## src/rtl/inj_patgen_multi_pkg.sv

```systemverilog
// -----------------------------------------------------------------------------
// inj_patgen_pkg
// Shared definitions for the multi-channel injection pattern generator:
//   - FSM state encoding
//   - byte addresses of the configuration register map
//   - byte count of one multi-byte timing field
// -----------------------------------------------------------------------------
package inj_patgen_pkg;

  typedef enum logic [2:0] {
    ST_IDLE,
    ST_WAIT_SYNC,
    ST_DELAY,
    ST_HIGH,
    ST_LOW,
    ST_DONE
  } state_e;

  // Each timing field occupies FIELD_BYTES consecutive addresses, little-endian.
  localparam int FIELD_BYTES = 4;

  localparam logic [4:0] ADDR_PERIOD = 5'd0;
  localparam logic [4:0] ADDR_HIGH   = 5'd4;
  localparam logic [4:0] ADDR_NPULSE = 5'd8;
  localparam logic [4:0] ADDR_DELAY  = 5'd12;
  localparam logic [4:0] ADDR_MASK   = 5'd16;
  localparam logic [4:0] ADDR_INVERT = 5'd17;
  localparam logic [4:0] ADDR_CTRL   = 5'd18;

  // The train is "running" while it is timing delay, high or low phases.
  function automatic logic is_running(state_e s);
    return (s == ST_DELAY) || (s == ST_HIGH) || (s == ST_LOW);
  endfunction

endpackage

```

## src/rtl/inj_patgen_multi_if.sv

```systemverilog
// -----------------------------------------------------------------------------
// inj_patgen_multi_if
// Bus bundle of the pattern generator.
//   master: register write port (write/addr/din), train control (suspend,
//           synced, sync_in); observes out/running/done/pulse_cnt.
//   slave : the generator itself.
// -----------------------------------------------------------------------------
interface inj_patgen_multi_if #(
  parameter int NUM_CH = 2,
  parameter int CNT_W  = 16
);
  logic              suspend;
  logic              write;
  logic [4:0]        addr;
  logic [7:0]        din;
  logic              synced;
  logic              sync_in;
  logic [NUM_CH-1:0] out;
  logic              running;
  logic              done;
  logic [CNT_W-1:0]  pulse_cnt;

  modport master (
    output suspend, write, addr, din, synced, sync_in,
    input  out, running, done, pulse_cnt
  );

  modport slave (
    input  suspend, write, addr, din, synced, sync_in,
    output out, running, done, pulse_cnt
  );
endinterface

```

## src/rtl/inj_patgen_multi_sync_edge_detect.sv

```systemverilog
// -----------------------------------------------------------------------------
// sync_edge_detect
// Two-flop synchroniser for an asynchronous input followed by a rising-edge
// detector. rise_o is a one-cycle pulse, valid two edges after the first clk
// edge that samples async_i high.
//   clk     : system clock
//   res_n   : asynchronous active-low reset
//   async_i : asynchronous input
//   rise_o  : synchronous rising-edge pulse
// -----------------------------------------------------------------------------
module sync_edge_detect (
  input  logic clk,
  input  logic res_n,
  input  logic async_i,
  output logic rise_o
);
  // [0],[1] are the synchroniser stages, [2] is the previous synchronised value.
  logic [2:0] sync_q;

  always_ff @(posedge clk or negedge res_n) begin
    if (!res_n) begin
      sync_q <= '0;
    end else begin
      // NOTE: non-blocking so every stage samples its predecessor's old value.
      sync_q <= {sync_q[1:0], async_i};
    end
  end

  assign rise_o = sync_q[1] & ~sync_q[2];
endmodule

```

## src/rtl/inj_patgen_multi.sv

```systemverilog
// -----------------------------------------------------------------------------
// inj_patgen_multi
// Multi-channel injection pattern generator. One pulse train (delay, high,
// period, pulse count) is gated by a channel mask and a per-channel polarity
// to drive NUM_CH chopper outputs. Free-running or sync-triggered start.
//   clk   : system clock
//   res_n : asynchronous active-low reset (clears everything)
//   rst   : synchronous soft reset (train to IDLE, registers kept)
//   bus   : slave side of inj_patgen_multi_if (register writes, control,
//           out/running/done/pulse_cnt)
// -----------------------------------------------------------------------------
module inj_patgen_multi
  import inj_patgen_pkg::*;
#(
  parameter int NUM_CH = 2,
  parameter int CNT_W  = 16
) (
  input  logic                 clk,
  input  logic                 res_n,
  input  logic                 rst,
  inj_patgen_multi_if.slave    bus
);
  localparam int NBYTES = CNT_W / 8;
  localparam logic [CNT_W-1:0] ONE = CNT_W'(1);

  // Configuration registers
  logic [CNT_W-1:0]  period_q, high_q, npulse_q, delay_q;
  logic [NUM_CH-1:0] mask_q, invert_q;

  // Shadow copies taken at start; the high/low split is resolved once here.
  logic [CNT_W-1:0]  hi_s_q, lo_s_q, np_s_q, dly_s_q;
  logic [CNT_W-1:0]  hi_len, lo_len;

  // Train state
  state_e            state_q, state_d;
  logic [CNT_W-1:0]  cnt_q, cnt_d;
  logic [CNT_W-1:0]  pcnt_q, pcnt_d, pcnt_inc;
  logic              done_q, done_d;
  logic              running_q;
  logic [NUM_CH-1:0] out_q, out_d;
  logic              period_end;

  logic sync_rise;
  logic start_ok;

  sync_edge_detect u_sync (
    .clk     (clk),
    .res_n   (res_n),
    .async_i (bus.sync_in),
    .rise_o  (sync_rise)
  );

  // A start with period 0 is rejected outright and changes nothing.
  assign start_ok = bus.write && (bus.addr == ADDR_CTRL) && bus.din[0] &&
                    (period_q != '0);
  assign hi_len   = (high_q > period_q) ? period_q : high_q;
  assign lo_len   = period_q - hi_len;

  // Byte-wise register file; bytes beyond CNT_W/8 have no storage.
  always_ff @(posedge clk or negedge res_n) begin
    if (!res_n) begin
      // NOTE: configuration is a handful of flops, so all of it is reset.
      period_q <= '0;
      high_q   <= '0;
      npulse_q <= '0;
      delay_q  <= '0;
      mask_q   <= '0;
      invert_q <= '0;
    end else if (bus.write) begin
      for (int b = 0; b < NBYTES; b++) begin
        if (bus.addr[1:0] == 2'(b)) begin
          case (bus.addr[4:2])
            ADDR_PERIOD[4:2]: period_q[8*b +: 8] <= bus.din;
            ADDR_HIGH[4:2]:   high_q[8*b +: 8]   <= bus.din;
            ADDR_NPULSE[4:2]: npulse_q[8*b +: 8] <= bus.din;
            ADDR_DELAY[4:2]:  delay_q[8*b +: 8]  <= bus.din;
            default: ;
          endcase
        end
      end
      if (bus.addr == ADDR_MASK)   mask_q   <= bus.din[NUM_CH-1:0];
      if (bus.addr == ADDR_INVERT) invert_q <= bus.din[NUM_CH-1:0];
    end
  end

  always_ff @(posedge clk or negedge res_n) begin
    if (!res_n) begin
      hi_s_q  <= '0;
      lo_s_q  <= '0;
      np_s_q  <= '0;
      dly_s_q <= '0;
    end else if (start_ok && !rst) begin
      hi_s_q  <= hi_len;
      lo_s_q  <= lo_len;
      np_s_q  <= npulse_q;
      dly_s_q <= delay_q;
    end
  end

  // Next-state logic. DELAY lasts delay+1 cycles; HIGH and LOW last their
  // shadow lengths and a zero-length phase is skipped. suspend holds all.
  always_comb begin
    // NOTE: every variable gets a default first so no latch is inferred.
    state_d    = state_q;
    cnt_d      = cnt_q;
    pcnt_d     = pcnt_q;
    done_d     = done_q;
    period_end = 1'b0;
    pcnt_inc   = pcnt_q + ONE;

    if (rst) begin
      state_d = ST_IDLE;
      cnt_d   = '0;
      pcnt_d  = '0;
      done_d  = 1'b0;
    end else if (start_ok) begin
      state_d = bus.synced ? ST_WAIT_SYNC : ST_DELAY;
      cnt_d   = '0;
      pcnt_d  = '0;
      done_d  = 1'b0;
    end else if (!bus.suspend) begin
      case (state_q)
        ST_WAIT_SYNC: begin
          if (sync_rise) begin
            state_d = ST_DELAY;
            cnt_d   = '0;
          end
        end
        ST_DELAY: begin
          if (cnt_q == dly_s_q) begin
            cnt_d   = '0;
            state_d = (hi_s_q != '0) ? ST_HIGH : ST_LOW;
          end else begin
            cnt_d = cnt_q + ONE;
          end
        end
        ST_HIGH: begin
          if (cnt_q == hi_s_q - ONE) begin
            cnt_d = '0;
            if (lo_s_q != '0) state_d = ST_LOW;
            else              period_end = 1'b1;
          end else begin
            cnt_d = cnt_q + ONE;
          end
        end
        ST_LOW: begin
          if (cnt_q == lo_s_q - ONE) begin
            cnt_d      = '0;
            period_end = 1'b1;
          end else begin
            cnt_d = cnt_q + ONE;
          end
        end
        default: ;
      endcase

      if (period_end) begin
        pcnt_d = pcnt_inc;
        if ((np_s_q != '0) && (pcnt_inc == np_s_q)) begin
          state_d = ST_DONE;
          done_d  = 1'b1;
        end else begin
          state_d = (hi_s_q != '0) ? ST_HIGH : ST_LOW;
        end
      end
    end
  end

  // Output polarity: idle level is invert; pulse only on masked channels.
  always_comb begin
    out_d = invert_q;
    if (!rst && !bus.suspend && (state_q == ST_HIGH)) begin
      out_d = invert_q ^ mask_q;
    end
  end

  always_ff @(posedge clk or negedge res_n) begin
    if (!res_n) begin
      state_q   <= ST_IDLE;
      cnt_q     <= '0;
      pcnt_q    <= '0;
      done_q    <= 1'b0;
      running_q <= 1'b0;
      out_q     <= '0;
    end else begin
      state_q   <= state_d;
      cnt_q     <= cnt_d;
      pcnt_q    <= pcnt_d;
      done_q    <= done_d;
      running_q <= is_running(state_d);
      out_q     <= out_d;
    end
  end

  assign bus.out       = out_q;
  assign bus.running   = running_q;
  assign bus.done      = done_q;
  assign bus.pulse_cnt = pcnt_q;
endmodule

```

## src/flat_wrapper.sv

```systemverilog
// flat-port wrapper written by rule: the top's interface ports become plain ports
module inj_patgen_multi_flat import inj_patgen_pkg::*;
#(
  parameter int NUM_CH = 2,
  parameter int CNT_W  = 16
)
  (clk, res_n, rst, bus_suspend, bus_write, bus_addr, bus_din, bus_synced, bus_sync_in, bus_out, bus_running, bus_done, bus_pulse_cnt);
  inj_patgen_multi_if #(.NUM_CH(NUM_CH), .CNT_W(CNT_W)) bus_i ();
  input  logic clk;
  input  logic res_n;
  input  logic rst;
  input wire logic [$bits(bus_i.suspend)-1:0] bus_suspend;
  input wire logic [$bits(bus_i.write)-1:0] bus_write;
  input wire logic [$bits(bus_i.addr)-1:0] bus_addr;
  input wire logic [$bits(bus_i.din)-1:0] bus_din;
  input wire logic [$bits(bus_i.synced)-1:0] bus_synced;
  input wire logic [$bits(bus_i.sync_in)-1:0] bus_sync_in;
  output wire logic [$bits(bus_i.out)-1:0] bus_out;
  output wire logic [$bits(bus_i.running)-1:0] bus_running;
  output wire logic [$bits(bus_i.done)-1:0] bus_done;
  output wire logic [$bits(bus_i.pulse_cnt)-1:0] bus_pulse_cnt;
  assign bus_i.suspend = bus_suspend;
  assign bus_i.write = bus_write;
  assign bus_i.addr = bus_addr;
  assign bus_i.din = bus_din;
  assign bus_i.synced = bus_synced;
  assign bus_i.sync_in = bus_sync_in;
  assign bus_out = bus_i.out;
  assign bus_running = bus_i.running;
  assign bus_done = bus_i.done;
  assign bus_pulse_cnt = bus_i.pulse_cnt;
  inj_patgen_multi #(.NUM_CH(NUM_CH), .CNT_W(CNT_W)) u_core (.clk(clk), .res_n(res_n), .rst(rst), .bus(bus_i));
endmodule
```

## config.mk

```make
export PLATFORM = sky130hd
export DESIGN_NAME = inj_patgen_multi_flat
export DESIGN_NICKNAME = d
export VERILOG_FILES = /design/src/rtl/inj_patgen_multi_pkg.sv /design/src/rtl/inj_patgen_multi_if.sv /design/src/rtl/inj_patgen_multi_sync_edge_detect.sv /design/src/rtl/inj_patgen_multi.sv /design/src/flat_wrapper.sv
export SDC_FILE = /design/constraint.sdc
export NUM_CORES = 1
export LEC_CHECK = 0
export BUFFER_PORTS_ARGS = -buffer_cell sky130_fd_sc_hd__buf_2
export CAP_MARGIN = 15
export CORE_ASPECT_RATIO = 1.1
export CORE_UTILIZATION = 35
export DETAILED_ROUTE_END_ITERATION = 8
export PLACE_DENSITY_LB_ADDON = 0.15
export SLEW_MARGIN = 20
export SYNTH_ARGS = -nofsm -noshare
export SYNTH_HDL_FRONTEND = slang
export SYNTH_HIERARCHICAL = 1
export SYNTH_SLANG_ARGS = --single-unit
```

## constraint.sdc

```tcl
create_clock -name clk -period 7.2 [get_ports clk]
set_input_delay 1.44 -clock clk [delete_from_list [all_inputs] [get_ports clk]]
set_output_delay 1.44 -clock clk [all_outputs]
set_load 0.01 [all_outputs]
```

### After elaboration in Yosys (flattened, before gate mapping)

Cells that the tools add are included.

| storage, ports and cells | value |
|---|---|
| flip-flop bits (word level) | 174 |
| bits of input ports | 20 |
| output and inout bits | 20 |
| word-level logic and storage cells | 121 |

| cells by class | value |
|---|---|
| add/sub/neg operators | 5 |
| magnitude comparators | 1 |
| equality and inequality tests | 20 |
| muxes and demuxes | 38 |
| bitwise operators | 3 |
| reduce and logical (&&, ||, !) cells | 33 |

Operators by type and width:

| operator | number |
|---|---|
| $mux W16 | 12 |
| $eq A16 B16 Y1 | 4 |
| $pmux W16 S4 | 1 |
| $reduce_bool A16 Y1 | 4 |
| $add A16 B1 Y16 const B | 2 |
| $sub A16 B1 Y16 const B | 2 |
| $mux W3 | 10 |
| $reduce_and A3 Y1 | 10 |
| $eq A3 B2 Y1 const B | 6 |
| $gt A16 B16 Y1 | 1 |
| $sub A16 B16 Y16 | 1 |
| $eq A5 B5 Y1 const B | 3 |
| $mux W1 | 11 |
| $pmux W3 S3 | 1 |
| $logic_and A1 B1 Y1 | 7 |
| $eq A3 B1 Y1 const B | 2 |
| $eq A3 B3 Y1 const B | 2 |
| $reduce_and A2 Y1 | 3 |
| $reduce_bool A3 Y1 | 2 |
| $reduce_bool A6 Y1 | 1 |
| $mux W2 | 2 |
| $ne A4 B2 Y1 const B | 1 |
| $logic_not A3 Y1 | 1 |
| $ne A3 B2 Y1 const B | 1 |
| 8 further kinds | 10 |

### Longest topological paths before layout

| logic depth | value |
|---|---|
| depth in word-level cells | 14 |
| gate-level depth with buffers | 26 |
| mapped depth without buffers | 24 |

### Cells and area by module

The synthesis kept the hierarchy.

By module, submodules not included:

| module | instances | cells an instance | area each (um^2) | seq. area each (um^2) |
|---|---|---|---|---|
| inj_patgen_multi | 1 | 1187 | 10779.1 | 4279.1 |
| sync_edge_detect | 1 | 4 | 88.8 | 75.1 |

### Least setup slack after synthesis

OpenSTA, ideal clock, no wires.

| timing path | value |
|---|---|
| path type | flip-flop to flip-flop |
| start | register u_core.period_q[1] |
| end | register u_core.lo_s_q[14] |
| setup time | 0.124 ns |
| arrival | 4.786 ns |
| required time | 7.076 ns |
| slack | 2.290 ns |
| cell stages (with the launch flop) | 27 |
| clock period less this slack | 4.910 ns |
| path through | dfrtp_1 > inv_1 > ha_1 > nor2b_1 > o21a_1 > o21a_1 > o21a_1 > o21a_1 > o21ai_0 > nand2_1 > a311o_1 > clkbuf_1 > clkbuf_1 > nand3_1 > nand2_1 > ha_1 > fa_1 > nor2b_1 > o21ai_0 > a21boi_0 > o21ai_0 > a21boi_0 > o21ai_0 > a21o_1 > a31oi_1 > a2111oi_0 > a211o_1 |

| between the ends | value |
|---|---|
| longest elaborated chain between the ends | 3 |

RTL lines:

| item | line | RTL |
|---|---|---|
| start: declaration | inj_patgen_multi.sv:27 | `logic [CNT_W-1:0] period_q, high_q, npulse_q, delay_q;` |
| start signal: indexed assignment | inj_patgen_multi.sv:73 | `ADDR_PERIOD[4:2]: period_q[8*b +: 8] <= bus.din;` |
| $gt A16 B16 Y1 | inj_patgen_multi.sv:56 | `assign hi_len = (high_q > period_q) ? period_q : high_q;` |
| $mux W16 | inj_patgen_multi.sv:56 |  |
| via u_core.hi_len[0] | inj_patgen_multi.sv:32 | `logic [CNT_W-1:0] hi_len, lo_len;` |
| $sub A16 B16 Y16 | inj_patgen_multi.sv:57 | `assign lo_len = period_q - hi_len;` |
| end signal: assignment | inj_patgen_multi.sv:94 | `lo_s_q <= lo_len;` |
| end: declaration | inj_patgen_multi.sv:31 | `logic [CNT_W-1:0] hi_s_q, lo_s_q, np_s_q, dly_s_q;` |

The timed path passes the listed nets, and every way through them passes these cells.
A chain may end at the register's enable or synchronous reset.

### Final worst setup path

| timing path | value |
|---|---|
| start | register u_core.period_q[1] |
| end | register u_core.lo_s_q[15] |

| between the ends | value |
|---|---|
| longest elaborated chain between the ends | 3 |

RTL lines:

| item | line |
|---|---|
| $gt A16 B16 Y1 / $reduce_bool A16 Y1 (equally long branches) | inj_patgen_multi.sv:56, inj_patgen_multi.sv:55 |
| $mux W16 / $logic_and A1 B1 Y1 (equally long branches) | inj_patgen_multi.sv:56, inj_patgen_multi.sv:54 |
| $sub A16 B16 Y16 / $logic_and A1 B1 Y1 (equally long branches) | inj_patgen_multi.sv:57, inj_patgen_multi.sv:92 |

Several ways; a longest one is shown, not always the timed one.

==> summary.md <==
| Metric | Value |
|---|---|
| Via-per-instance ratio | 5.38 |
| Required time worst endpoint | 7.56 ns |
| Post-synth top area share | 0.401 |
| Slew Viols, Final | 0 |
| Die Y-Extent | roughly 190 µm |
| Yosys reg bits | 174 |
| Distinct cell type count after synthesis | 80 |
| Max Clock Skew | approximately 0.015 ns |
| PnR worst setup slack | between 1.5 and 2 ns |
| Hold_buf cts | 0 |
| Syn Area/Cell | 9.13 µm² |
| Slew HR | 0.372 |
| Post-route insts no fill | 1610 |
| Final setup violation count | 0 |
| Initial drt markers | 488 |
| Routed len/inst | 18.4 µm |
| Top cells by area, synth | dfrtp_1 40%, mux2_2 7.1%, nand2_1 5.8% |
| Synth Net Count | ~1200 |
| Critical path class | reg2reg |
| Design Area, Final | 12000 µm² |
| Pre-CTS WS | 1.72 ns |
| Postcts setup bufs | 0 |
| Clock root buffer | clkbuf_16 |
| Cell Area, Synth | 10900 µm² |
| CP max-delay cell | a311o_1 |
| Router iterations before antenna repair | 5 |
| Area after DPL | 11400 µm² |
| Initial antenna violation count | 0 |
| Area grow syn2layout | 10.1% |
| GR Util All Layers | 0.195 |
| CTS sink cnt | 174 |
| Crit-path cells | inv_1, ha_1, nor2b_1, o21a_1, o21a_1, o21a_1, o21a_1, o21ai_0, nand2_1, a311o_1, nand3_1, and2_1, ha_1, nor2b_1, o21ai_0, a21boi_0, o41ai_1, o21ai_0, o41ai_1, o2111ai_1, a21oi_1, a41oi_1, nand3_1 |
| Leakage | 5.36 nW |
| Num CTS Buffers | 17 |
| Ys Warns | 6 |
| Post-Route WL | 29.7 mm |
| CP delay by family, top | compound AO/OA/AOI/OAI gates |
| Tmin final | approximately 5.5 ns |
| Clk_lat worst skew | 0.43 ns |
| Pwr Total | 0.00331 W |
| Die area | between 30000 and 40000 µm² |
| Final-layout fill cell count | approximately 3200 |
| CTS HTree Levels | 4 |
| Final #Nets | 1241 |
| Post-synth EDFFs | 0 |
| N_diodes | 0 |
| Register clock-pin slew on the reported worst setup and hold paths | ~0.070 ns |
| Largest net degree at the start of global routing | ~100 |
| Worst Hold Class | reg2reg |
| Cells after Synth | 1191 |
| Final HPWL DP | roughly 22 mm |
| Final Hold Vio Count | 0 |
| FMAX | 0.182 GHz |
| Async set-reset flop share out of synthesis | 1.00 |
| Vias in the first global route | 8264 |
| RSZ-0062 raised after global routing | no |
| Via count | approximately 8700 |
| Global-route wire length before repair | about 48 mm |
| Final worst-path cycle share | 0.765 |
| VDD IR max | 0.136 mV |
| Arrival time worst endpoint | 5.87 ns |
| Register area share after synthesis | 0.401 |
| Status | completed |
| Crit-path max FO | 18 |
| Core Box Area | ~31000 µm² |
| Ys flop type | dfrtp_1 |
| Critical Path End Type | flop |
| Port Buffers | 39 |
| Share of cells above drive strength 1 | 0.139 |
| Gpl congestion | 0.862 |
| Worst Tran Pin Value | 0.942 ns |
| Setup TNS | 0 ns |
| Top Ports | 40 |
| CP peak stage delay | roughly 0.6 ns |
| Maxcap violations | 0 |
| Worst Path Buf+Inv | 1 |
| GRT Residual Overflow | 0 |
| CP most frequent cell | o21a_1 |
| Die Wd | ~170 µm |
| Post-route DRC violation count | 0 |
| TritonCTS clock tree | yes |
| Post-CTS Resized | 0 |
| Post-synth top cells | 174 x dfrtp_1, 167 x nand2_1, 81 x o21ai_0 |
| Initial Util | 0.356 |
| Final ANT Viol Nets | 0 |
| Max clock buf depth | 2 |
| Row Count | 67 |
| Crit path launch type | flop |
| Area leader, netlist | dfrtp_1 |
| Count leader, synth | dfrtp_1 |
| PD cells | 277 nW/µm² |
| DP Cell Count | 1580 |
[metal layers]
metal / wire length (µm) / up-vias / GRT usage
met2: 13000 / 156 / 0.289
met3: 888 / 27 / 0.0267
met4: 475 / 0 / 0.0547
met1: 15300 / 4224 / 0.295
met5: 0 / - / 0
li1: - / 4252 / -
[report_power, final]
part           switching [W]  internal, W
logic               0.000628     0.000496
registers           0.000141      0.00109
clock network       0.000393     0.000562
total                0.00116      0.00215
[area by class of cell]
| type | instances | area (µm²) | area share |
|---|---|---|---|
| clock buffer | 21 | 460 | 0.0385 |
| clock inverter | 9 | 135 | 0.0113 |
| inverter | 40 | 150 | 0.0125 |
| multi-input combinational | 906 | 6090 | 0.509 |
| sequential | 174 | 4350 | 0.364 |
| tap | 414 | 518 | 0.0433 |
| timing repair buffer | 46 | 256 | 0.0214 |
[metrics by stage]
step | util | hold slack, ns
6_report | 0.392 | 0.351
5_1_grt | 0.392 | 0.379
4_1_cts | 0.392 | 0.351
3_5_place_dp | 0.372 | 0.335
3_3_place_gp | 0.372 | 0.334
2_1_floorplan | - | 0.331
[logic make-up after synthesis]
family | after synthesis | share of synthesized area
and+or+nand+nor | 471 | 0.223
AOI/OAI and AO/OA | 234 | 0.143
DFF | 174 | 0.401
buffers and inverters | 111 | 0.0405
xor gates and xnor gates | 95 | 0.0785
muxes | 70 | 0.0724
adders and majority gates | 36 | 0.0421
[state kept, by name (all words and copies together) (netlist names), 3 cells and up]
signal                flops
u_core/high_q            16
u_core/period_q          16
u_core/delay_q           16
u_core/dly_s_q           16
u_core/cnt_q             16
u_core/np_s_q            16
u_core/lo_s_q            16
u_core/state_q            3
u_core/hi_s_q            16
u_core/u_sync/sync_q      3
u_core/npulse_q          16
u_core/bus.pulse_cnt     16
[final timing paths]
kind	depth (start not counted)	slack, ns	to	startpoint
max	23	1.69	u_core/lo_s_q[15]	u_core/period_q[1]
min	0	0.35	u_core/u_sync/sync_q[1]	u_core/u_sync/sync_q[0]
max reg2reg	23	1.69	u_core/lo_s_q[15]	u_core/period_q[1]
min reg2reg	0	0.35	u_core/u_sync/sync_q[1]	u_core/u_sync/sync_q[0]
max in group asynchronous	2	4.60	u_core/period_q[12]	res_n
min in group asynchronous	1	1.11	u_core/cnt_q[9]	res_n
[worst register-to-register path: stages, from the launching register on]
cell and delay, ns:
dfrtp_1 0.42, inv_1 0.10, ha_1 0.31, nor2b_1 0.14, o21a_1 0.16, o21a_1 0.16, o21a_1 0.16, o21a_1 0.16
o21ai_0 0.16, nand2_1 0.09, a311o_1 0.60, nand3_1 0.24, and2_1 0.15, ha_1 0.22, nor2b_1 0.13, o21ai_0 0.19
a21boi_0 0.17, o41ai_1 0.32, o21ai_0 0.19, o41ai_1 0.60, o2111ai_1 0.23, a21oi_1 0.26, a41oi_1 0.14, nand3_1 0.14
[placed cells by master, fill, tap and decap left out, drive strengths merged, types with 11 or more instances in the layout]
cell	instances
xnor2	61
and3	15
a31oi	22
nor3b	11
buf	45
nor2	60
and2	22
inv	41
o31ai	15
xor2	33
a21o	18
nand2	167
nand4	20
mux2	69
o21ai	88
ha	35
dfrtp	174
nand3	48
nor4	23
clkbuf	22
a21oi	17
nor3	34
nor2b	14
No activity file was read; power rests on OpenSTA's default activity.
